==> src/rtl/alu_issue_wb.sv <==
// Operand-fetch / writeback stage around an 8-bit ALU: 32x8 register file,
// N/Z/C status, valid/ready op intake, timed ALU wait, then Rd (and Rd+1) writeback.
//   clk, rst        : clock, asynchronous active-low reset
//   in_*            : decoded op (valid/ready handshake)
//   alu_* out       : registered ALU operands, opcode and carry-in
//   alu_* in        : ALU result and flags
//   sreg_o, done    : {N,Z,C} status and writeback pulse
//   dbg_addr/data   : combinational register-file read port
module alu_issue_wb #(
  parameter int RESULT_LAT = 1,
  parameter int NREGS      = 32
) (
  input  logic        clk,
  input  logic        rst,
  input  logic        in_valid,
  output logic        in_ready,
  input  logic [7:0]  in_opcode,
  input  logic [4:0]  in_rd,
  input  logic [4:0]  in_rr,
  input  logic [7:0]  in_imm,
  input  logic        in_use_imm,
  input  logic        in_wide,
  input  logic        in_flag_we,
  output logic [7:0]  alu_rd,
  output logic [7:0]  alu_rr,
  output logic        alu_ci,
  output logic [7:0]  alu_opcode,
  input  logic [15:0] alu_data_o,
  input  logic        alu_co,
  input  logic        alu_zo,
  input  logic        alu_no,
  output logic [2:0]  sreg_o,
  output logic        done,
  input  logic [4:0]  dbg_addr,
  output logic [7:0]  dbg_data
);

  localparam int CW = (RESULT_LAT < 2) ? 1 : $clog2(RESULT_LAT + 1);
  localparam logic [5:0] NR = 6'(NREGS);

  typedef enum logic [1:0] {
    IDLE = 2'd0,
    EXEC = 2'd1,
    WB   = 2'd2
  } state_t;

  state_t        r_state;
  state_t        w_next;
  logic          w_accept;

  logic [7:0]    r_regs [NREGS];
  logic          r_n;
  logic          r_z;
  logic          r_c;

  logic [CW-1:0] r_cnt;
  logic [4:0]    r_rd;
  logic          r_wide;
  logic          r_flag_we;
  logic [15:0]   r_res;
  logic          r_res_n;
  logic          r_res_z;
  logic          r_res_c;

  logic [7:0]    w_rd_val;
  logic [7:0]    w_rr_val;
  logic [4:0]    w_rd_hi;

  always_comb begin
    w_rd_val = 8'h00;
    w_rr_val = 8'h00;
    dbg_data = 8'h00;
    if ({1'b0, in_rd} < NR)
      w_rd_val = r_regs[in_rd];
    if ({1'b0, in_rr} < NR)
      w_rr_val = r_regs[in_rr];
    if ({1'b0, dbg_addr} < NR)
      dbg_data = r_regs[dbg_addr];
  end

  // 5-bit add gives the R31 -> R0 wrap for wide results
  assign w_rd_hi = r_rd + 5'd1;

  always_comb begin
    w_next   = r_state;
    w_accept = 1'b0;
    unique case (r_state)
      IDLE: begin
        if (in_valid) begin
          w_accept = 1'b1;
          w_next   = EXEC;
        end
      end
      EXEC: begin
        if (r_cnt == CW'(1))
          w_next = WB;
      end
      WB:      w_next = IDLE;
      default: w_next = IDLE;
    endcase
  end

  assign in_ready = (r_state == IDLE);
  assign done     = (r_state == WB);
  assign sreg_o   = {r_n, r_z, r_c};

  always_ff @(posedge clk or negedge rst) begin
    if (!rst)
      r_state <= IDLE;
    else
      r_state <= w_next;
  end

  always_ff @(posedge clk or negedge rst) begin
    if (!rst) begin
      alu_rd     <= 8'h00;
      alu_rr     <= 8'h00;
      alu_ci     <= 1'b0;
      alu_opcode <= 8'h00;
      r_cnt      <= '0;
      r_rd       <= 5'd0;
      r_wide     <= 1'b0;
      r_flag_we  <= 1'b0;
      r_res      <= 16'h0000;
      r_res_n    <= 1'b0;
      r_res_z    <= 1'b0;
      r_res_c    <= 1'b0;
    end else begin
      if (w_accept) begin
        alu_rd     <= w_rd_val;
        alu_rr     <= in_use_imm ? in_imm : w_rr_val;
        alu_ci     <= r_c;
        alu_opcode <= in_opcode;
        r_cnt      <= CW'(RESULT_LAT);
        r_rd       <= in_rd;
        r_wide     <= in_wide;
        r_flag_we  <= in_flag_we;
      end else if (r_state == EXEC) begin
        r_cnt <= r_cnt - CW'(1);
        if (r_cnt == CW'(1)) begin
          r_res   <= alu_data_o;
          r_res_n <= alu_no;
          r_res_z <= alu_zo;
          r_res_c <= alu_co;
        end
      end
    end
  end

  always_ff @(posedge clk or negedge rst) begin
    if (!rst) begin
      for (int i = 0; i < NREGS; i++)
        r_regs[i] <= 8'h00;
      r_n <= 1'b0;
      r_z <= 1'b0;
      r_c <= 1'b0;
    end else if (r_state == WB) begin
      if ({1'b0, r_rd} < NR)
        r_regs[r_rd] <= r_res[7:0];
      if (r_wide && ({1'b0, w_rd_hi} < NR))
        r_regs[w_rd_hi] <= r_res[15:8];
      if (r_flag_we) begin
        r_n <= r_res_n;
        r_z <= r_res_z;
        r_c <= r_res_c;
      end
    end
  end

endmodule
==> config.mk <==
export PLATFORM = sky130hd
export DESIGN_NAME = alu_issue_wb
export DESIGN_NICKNAME = d
export VERILOG_FILES = /design/src/rtl/alu_issue_wb.sv
export SDC_FILE = /design/constraint.sdc
export NUM_CORES = 1
export LEC_CHECK = 0
export CORE_MARGIN = 2
export CORE_UTILIZATION = 60
export DETAILED_ROUTE_END_ITERATION = 16
export HOLD_SLACK_MARGIN = 0.03
export PLACE_DENSITY = 0.77
export RECOVER_POWER = 100
export SETUP_SLACK_MARGIN = 0.2
export SLEW_MARGIN = 20
export SYNTH_ARGS = -nofsm -noshare
export SYNTH_HDL_FRONTEND = slang
export SYNTH_SLANG_ARGS = --single-unit
==> constraint.sdc <==
create_clock -name clk -period 5.4 [get_ports clk]
set_input_delay 1.35 -clock clk [delete_from_list [all_inputs] [get_ports clk]]
set_output_delay 1.35 -clock clk [all_outputs]
set_load 0.02 [all_outputs]
# Word level (Yosys, flattened, before mapping)
# Index checks and enable logic that the tools add are counted.
word_totals:
  elab_cells: 99
  ram_bits: 0
  out_inout_bits: 38
  latch_bits: 0
  regBits: 313
  memories: 0
  mem_bits_ro: 0
  in_bits: 56
op_classes:
  n_mul: 0
  bitwise: 6
  mux: 25
  n_div: 0
  order_cmp: 7
  n_addsub: 2
  reduce_logical: 7
  eq_ne: 4
  shifts: 0
ops:
  columns: ["cell", "count"]
  rows:
  - ["$bwmux W256", 2]
  - ["$mux W256", 2]
  - ["$bmux W8 S5", 3]
  - ["$demux W8 S5", 2]
  - ["$mux W8", 9]
  - ["$ge A6 B6 Y1 const B", 5]
  - ["$not A5 Y6", 5]
  - ["$lt A6 B1 Y1 const B", 2]
  - ["$add A5 B1 Y5 const B", 1]
  - ["$mux W1", 4]
  - ["$mux W2", 2]
  - ["$ne A2 B2 Y1 const B", 2]
  - ["$pmux W2 S2", 1]
  - ["$reduce_and A2 Y1", 2]
  - ["$reduce_and A3 Y1", 1]
  - ["$eq A2 B1 Y1 const B", 1]
  - ["$eq A2 B2 Y1 const B", 1]
  - ["$logic_and A1 B1 Y1", 2]
  - ["$logic_not A2 Y1", 1]
  - ["$reduce_bool A2 Y1", 1]
  - ["$not A1 Y1", 1]
  - ["$sub A1 B1 Y1 const B", 1]

# Logic depth before layout (Yosys ltp)
depth:
  depth_word: 9
  mapped_depth: 8
  mapped_depth_nobuf: 5

# Worst setup path after synthesis
# OpenSTA, ideal clock, no wires.
synth_path:
  path_kind: "in2out"
  start: "input dbg_addr[1]"
  end: "output dbg_data[1]"
  cell_stages: 6
  n_path_buf: 3
  required_ps: 4050
  arrival_ps: 3063
  slack_ps: 987
  cell_sequence: "buf_6 buf_6 clkbuf_1 mux4_2 mux4_2 mux2_2"
synth_between:
  elab_chain_cells: 4
synth_rtl:
  columns: ["element", "line_no", "rtl"]
  rows:
  - ["start: declaration", "34", "input logic [4:0] dbg_addr,"]
  - ["$not A5 Y6 (not written as such)", "78", "dbg_data = r_regs[dbg_addr];"]
  - ["$bmux W8 S5", "78", null]
  - ["$mux W8 (not written as such) (2 in series)", "78", null]
  - ["end: declaration", "35", "output logic [7:0] dbg_data"]
# No other way between the ends. The select of a mux whose other input is x is not followed.

# Final worst setup path
layout_path:
  start: "input dbg_addr[0]"
  end: "output dbg_data[1]"
# Same word-level chain as after synthesis.

==> Flow_metrics.wiki <==
{| class="wikitable"
! Metric !! Value
|-
| Number of flip-flops and latches in the synthesized netlist || 313
|-
| Nature of the critical path endpoint || output port
|-
| CTS buffer count || 36
|-
| Via Count || 19580
|-
| Setup TNS Final || 0 ps
|-
| Area Overhead vs Synth || 10.06%
|-
| CTS root buffer || clkbuf_16
|-
| Clock tree from TritonCTS || built
|-
| Outcome || finished with violations
|-
| Average wire per standard cell || 33.67 µm
|-
| Top-level port count || 94
|-
| Via count of the first global-routing pass || 18610
|-
| Ratio of cells with drive above 1 in the final layout || 10.39%
|-
| Cell area after synthesis || 20260 µm²
|-
| Core occupancy in the finished layout || 66.82%
|-
| RSZ-0062 raised after global routing || no
|-
| Vert. Die Dim || 187.7 µm
|-
| Count of input and output buffers || 93
|-
| DRC violation count after routing || 0
|-
| Beginning of the worst hold path || r_res_n
|-
| H-tree depth reported by CTS || 2
|-
| Achievable Freq || 0.1915 GHz
|-
| Total GRT Usage || 47.41%
|-
| Number of endpoints failing setup at the final stage || 0
|-
| Leakage power || 9.612 nW
|-
| Number of DRC markers after the initial detailed-route iteration || 3333
|-
| Data arrival time at the worst-slack endpoint || about 3900 ps
|-
| Peak VDD IR || roughly 770 µV
|-
| Yosys synthesis warning count || 0
|-
| Worst slew margin || -112.2%
|-
| Tcrit/Tclk final || 96.69%
|-
| Worst EP required || 4050 ps
|-
| Global-route wire length before repair || 123200 µm
|-
| Maximum root-to-sink buffer count || 3
|-
| Overall overflow remaining after global route || 0
|-
| Actual transition at the worst max-transition pin || around 3200 ps
|-
| Source-to-sink clock delay at the later pin of the worst-skew pair || about 560 ps
|-
| Cells after Synth || around 2100
|-
| Antenna violations before repair || 5
|-
| Initial Utilization || 60.71%
|-
| Slew Viols, Final || around 290
|-
| Cts hold-fix bufs || 0
|-
| # clock sinks || approximately 310
|-
| Post-route total power || between 10 and 15 mW
|-
| HPWL after detailed placement || 57200 µm
|-
| Minimum clock period || 5221 ps
|-
| Std-Cell Rows || 67
|-
| Routability congestion estimate || 1.080
|-
| Post-DR vias/cell || slightly below 8
|-
| CP Launch Point || dbg_addr[0]
|-
| Mapped Nets || 2127
|-
| Final-layout worst hold slack || roughly 470 ps
|-
| Core region area || 33360 µm²
|-
| Violated checks || capacitance limit, slew limit
|-
| Power density normalized to cell area || 578.2 nW/µm²
|-
| Remaining antenna violation count || 0
|-
| Detailed Routing Iterations Pass 1 || 6
|-
| Clock-pin slew of the registers on the worst-case setup and hold paths || 50 ps
|-
| Buffers inserted during post-CTS setup optimization || 0
|-
| Total wire length after detailed routing || ~84000 µm
|-
| Quantity of gates resized following cts || 0
|-
| Number of distinct library cells after synthesis || 52
|-
| Class of the tightest hold or removal check || flop to flop
|-
| Share of the yosys chip area belonging to registers || 38.67%
|-
| Pin count of the biggest net entering global routing || 122
|-
| Layout Skew || about 25 ps
|-
| Number of maximum-capacitance constraint violations || 5
|-
| Layout Nets || 2087
|-
| Reg2reg start || r_state[0]
|-
| Fraction of registers with async set/reset || 100.0%
|-
| Area of the die || 35250 µm²
|-
| Classification of the worst setup path || input port to output port
|-
| Number of synthesized flops with an enable pin || 0
|-
| Leading register cell type out of synthesis || dfrtp_1
|-
| Hold violation total from the final report || 0
|-
| Per-instance average area after synthesis || 9.781 µm²
|-
| Startpoint types || input port
|-
| Die outline width || 187.7 µm
|-
| CP Max Fanout || 36
|}
worst max-delay path, stage by stage:
cell	delay (ps)
buf_4	110
buf_6	370
mux4_1	620
mux4_2	510
mux2_2	340
clkdlybuf4s50_1	550
cell usage in the layout (no fill, tap or decap), types with 16 or more instances in the layout:
| cell | synthesis | routed |
|---|---|---|
| mux2i_1 | 221 | 221 |
| dfrtp_1 | 313 | 298 |
| a21oi_1 | 264 | 268 |
| mux4_2 | 66 | 66 |
| a22oi_1 | 97 | 97 |
| buf_4 | 13 | 30 |
| mux4_1 | 38 | 38 |
| dlygate4sd3_1 | 0 | 32 |
| nor2_1 | 225 | 224 |
| o2bb2ai_1 | 32 | 32 |
| o22ai_1 | 224 | 224 |
| a221oi_1 | 16 | 16 |
| clkdlybuf4s50_1 | 0 | 54 |
| clkbuf_16 | 0 | 36 |
| clkbuf_1 | 133 | 16 |
| a22o_1 | 16 | 16 |
| nand2_1 | 196 | 196 |
routing by layer:
layer | up-vias | part of all wire (%) | track usage, %
met5 | - | 0.056 | 0
met3 | 380 | 18 | 20.66
met2 | 1902 | 40 | 64.12
met1 | 9427 | 36 | 64.45
met4 | 8 | 6.5 | 24.53
li1 | 7859 | - | -
layout make-up:
cell class,instances,area [µm²]
Clock buffer,50,1003
Antenna cell,1,2.502
Sequential cell,313,7851
Inverter,2,12.51
Timing Repair Buffer,136,1267
Multi-Input combinational cell,1542,11420
Clock inverter,16,173.9
Fill cell,2654,11070
Tap cell,448,560.5
cells in the mapped netlist (all sizes together) (32+ instances only):
master	n	area [µm²]
a21oi	274	1409
dfrtp	313	7833
buf	75	461.7
o22ai	224	1401
mux4	104	2485
o2bb2ai	32	280.3
mux2i	221	2212
a22oi	97	728.2
nand2	196	735.7
clkbuf	139	529.3
nor2	225	844.6
path summary, 6_finish.rpt:
| path | endpoint | cells after the start | slack (ps) |
|---|---|---|---|
| max in group asynchronous | r_res[6] | 2 | 940 |
| min in group asynchronous | r_regs[68] | 1 | 1790 |
| worst max-delay path | dbg_data[1] | 6 | 180 |
| worst min-delay path | r_res_n | 2 | 470 |
| worst max register to register | r_regs[252] | 6 | 430 |
| worst min register to register | r_res_n | 2 | 470 |
where the power goes:
group          internal, mW  total, mW  switching, mW  leakage [nW]
combinational          2.01       4.49           2.48          4.97
sequential             3.31       5.92           2.61          4.07
clock                  1.42       2.48           1.06         0.580
registers in the layout, indices dropped and copies added, names as in the netlist:
name,cells
r_res,16
r_rd,5
alu_rd,8
r_wide,1
r_z,1
r_n,1
r_cnt,1
r_res_c,1
alu_rr,8
alu_ci,1
alu_opcode,8
r_res_z,1
r_c,1
r_res_n,1
r_regs,256
r_state,2
r_flag_we,1
stage by stage:
stage,instances,setup WS [ps],cell area [µm²]
final,2508,178.8,22300
after detailed placement,2441,335.7,21200
after floorplan,2071,987.4,20260
after global routing,2507,150.6,22290
after global placement,2441,360.9,21200
after CTS,2507,336.5,22370
logic make-up (layout without fill, tap and decap cells):
logic type	Yosys count	after routing	share of synthesized area (%)
mux	336	336	23.84
other cells	0	1	0
flops	313	313	38.67
compound gates	713	713	22.29
simple gates	493	493	10.28
buf+inv	216	204	4.929
No activity file was read; power rests on OpenSTA's default activity.
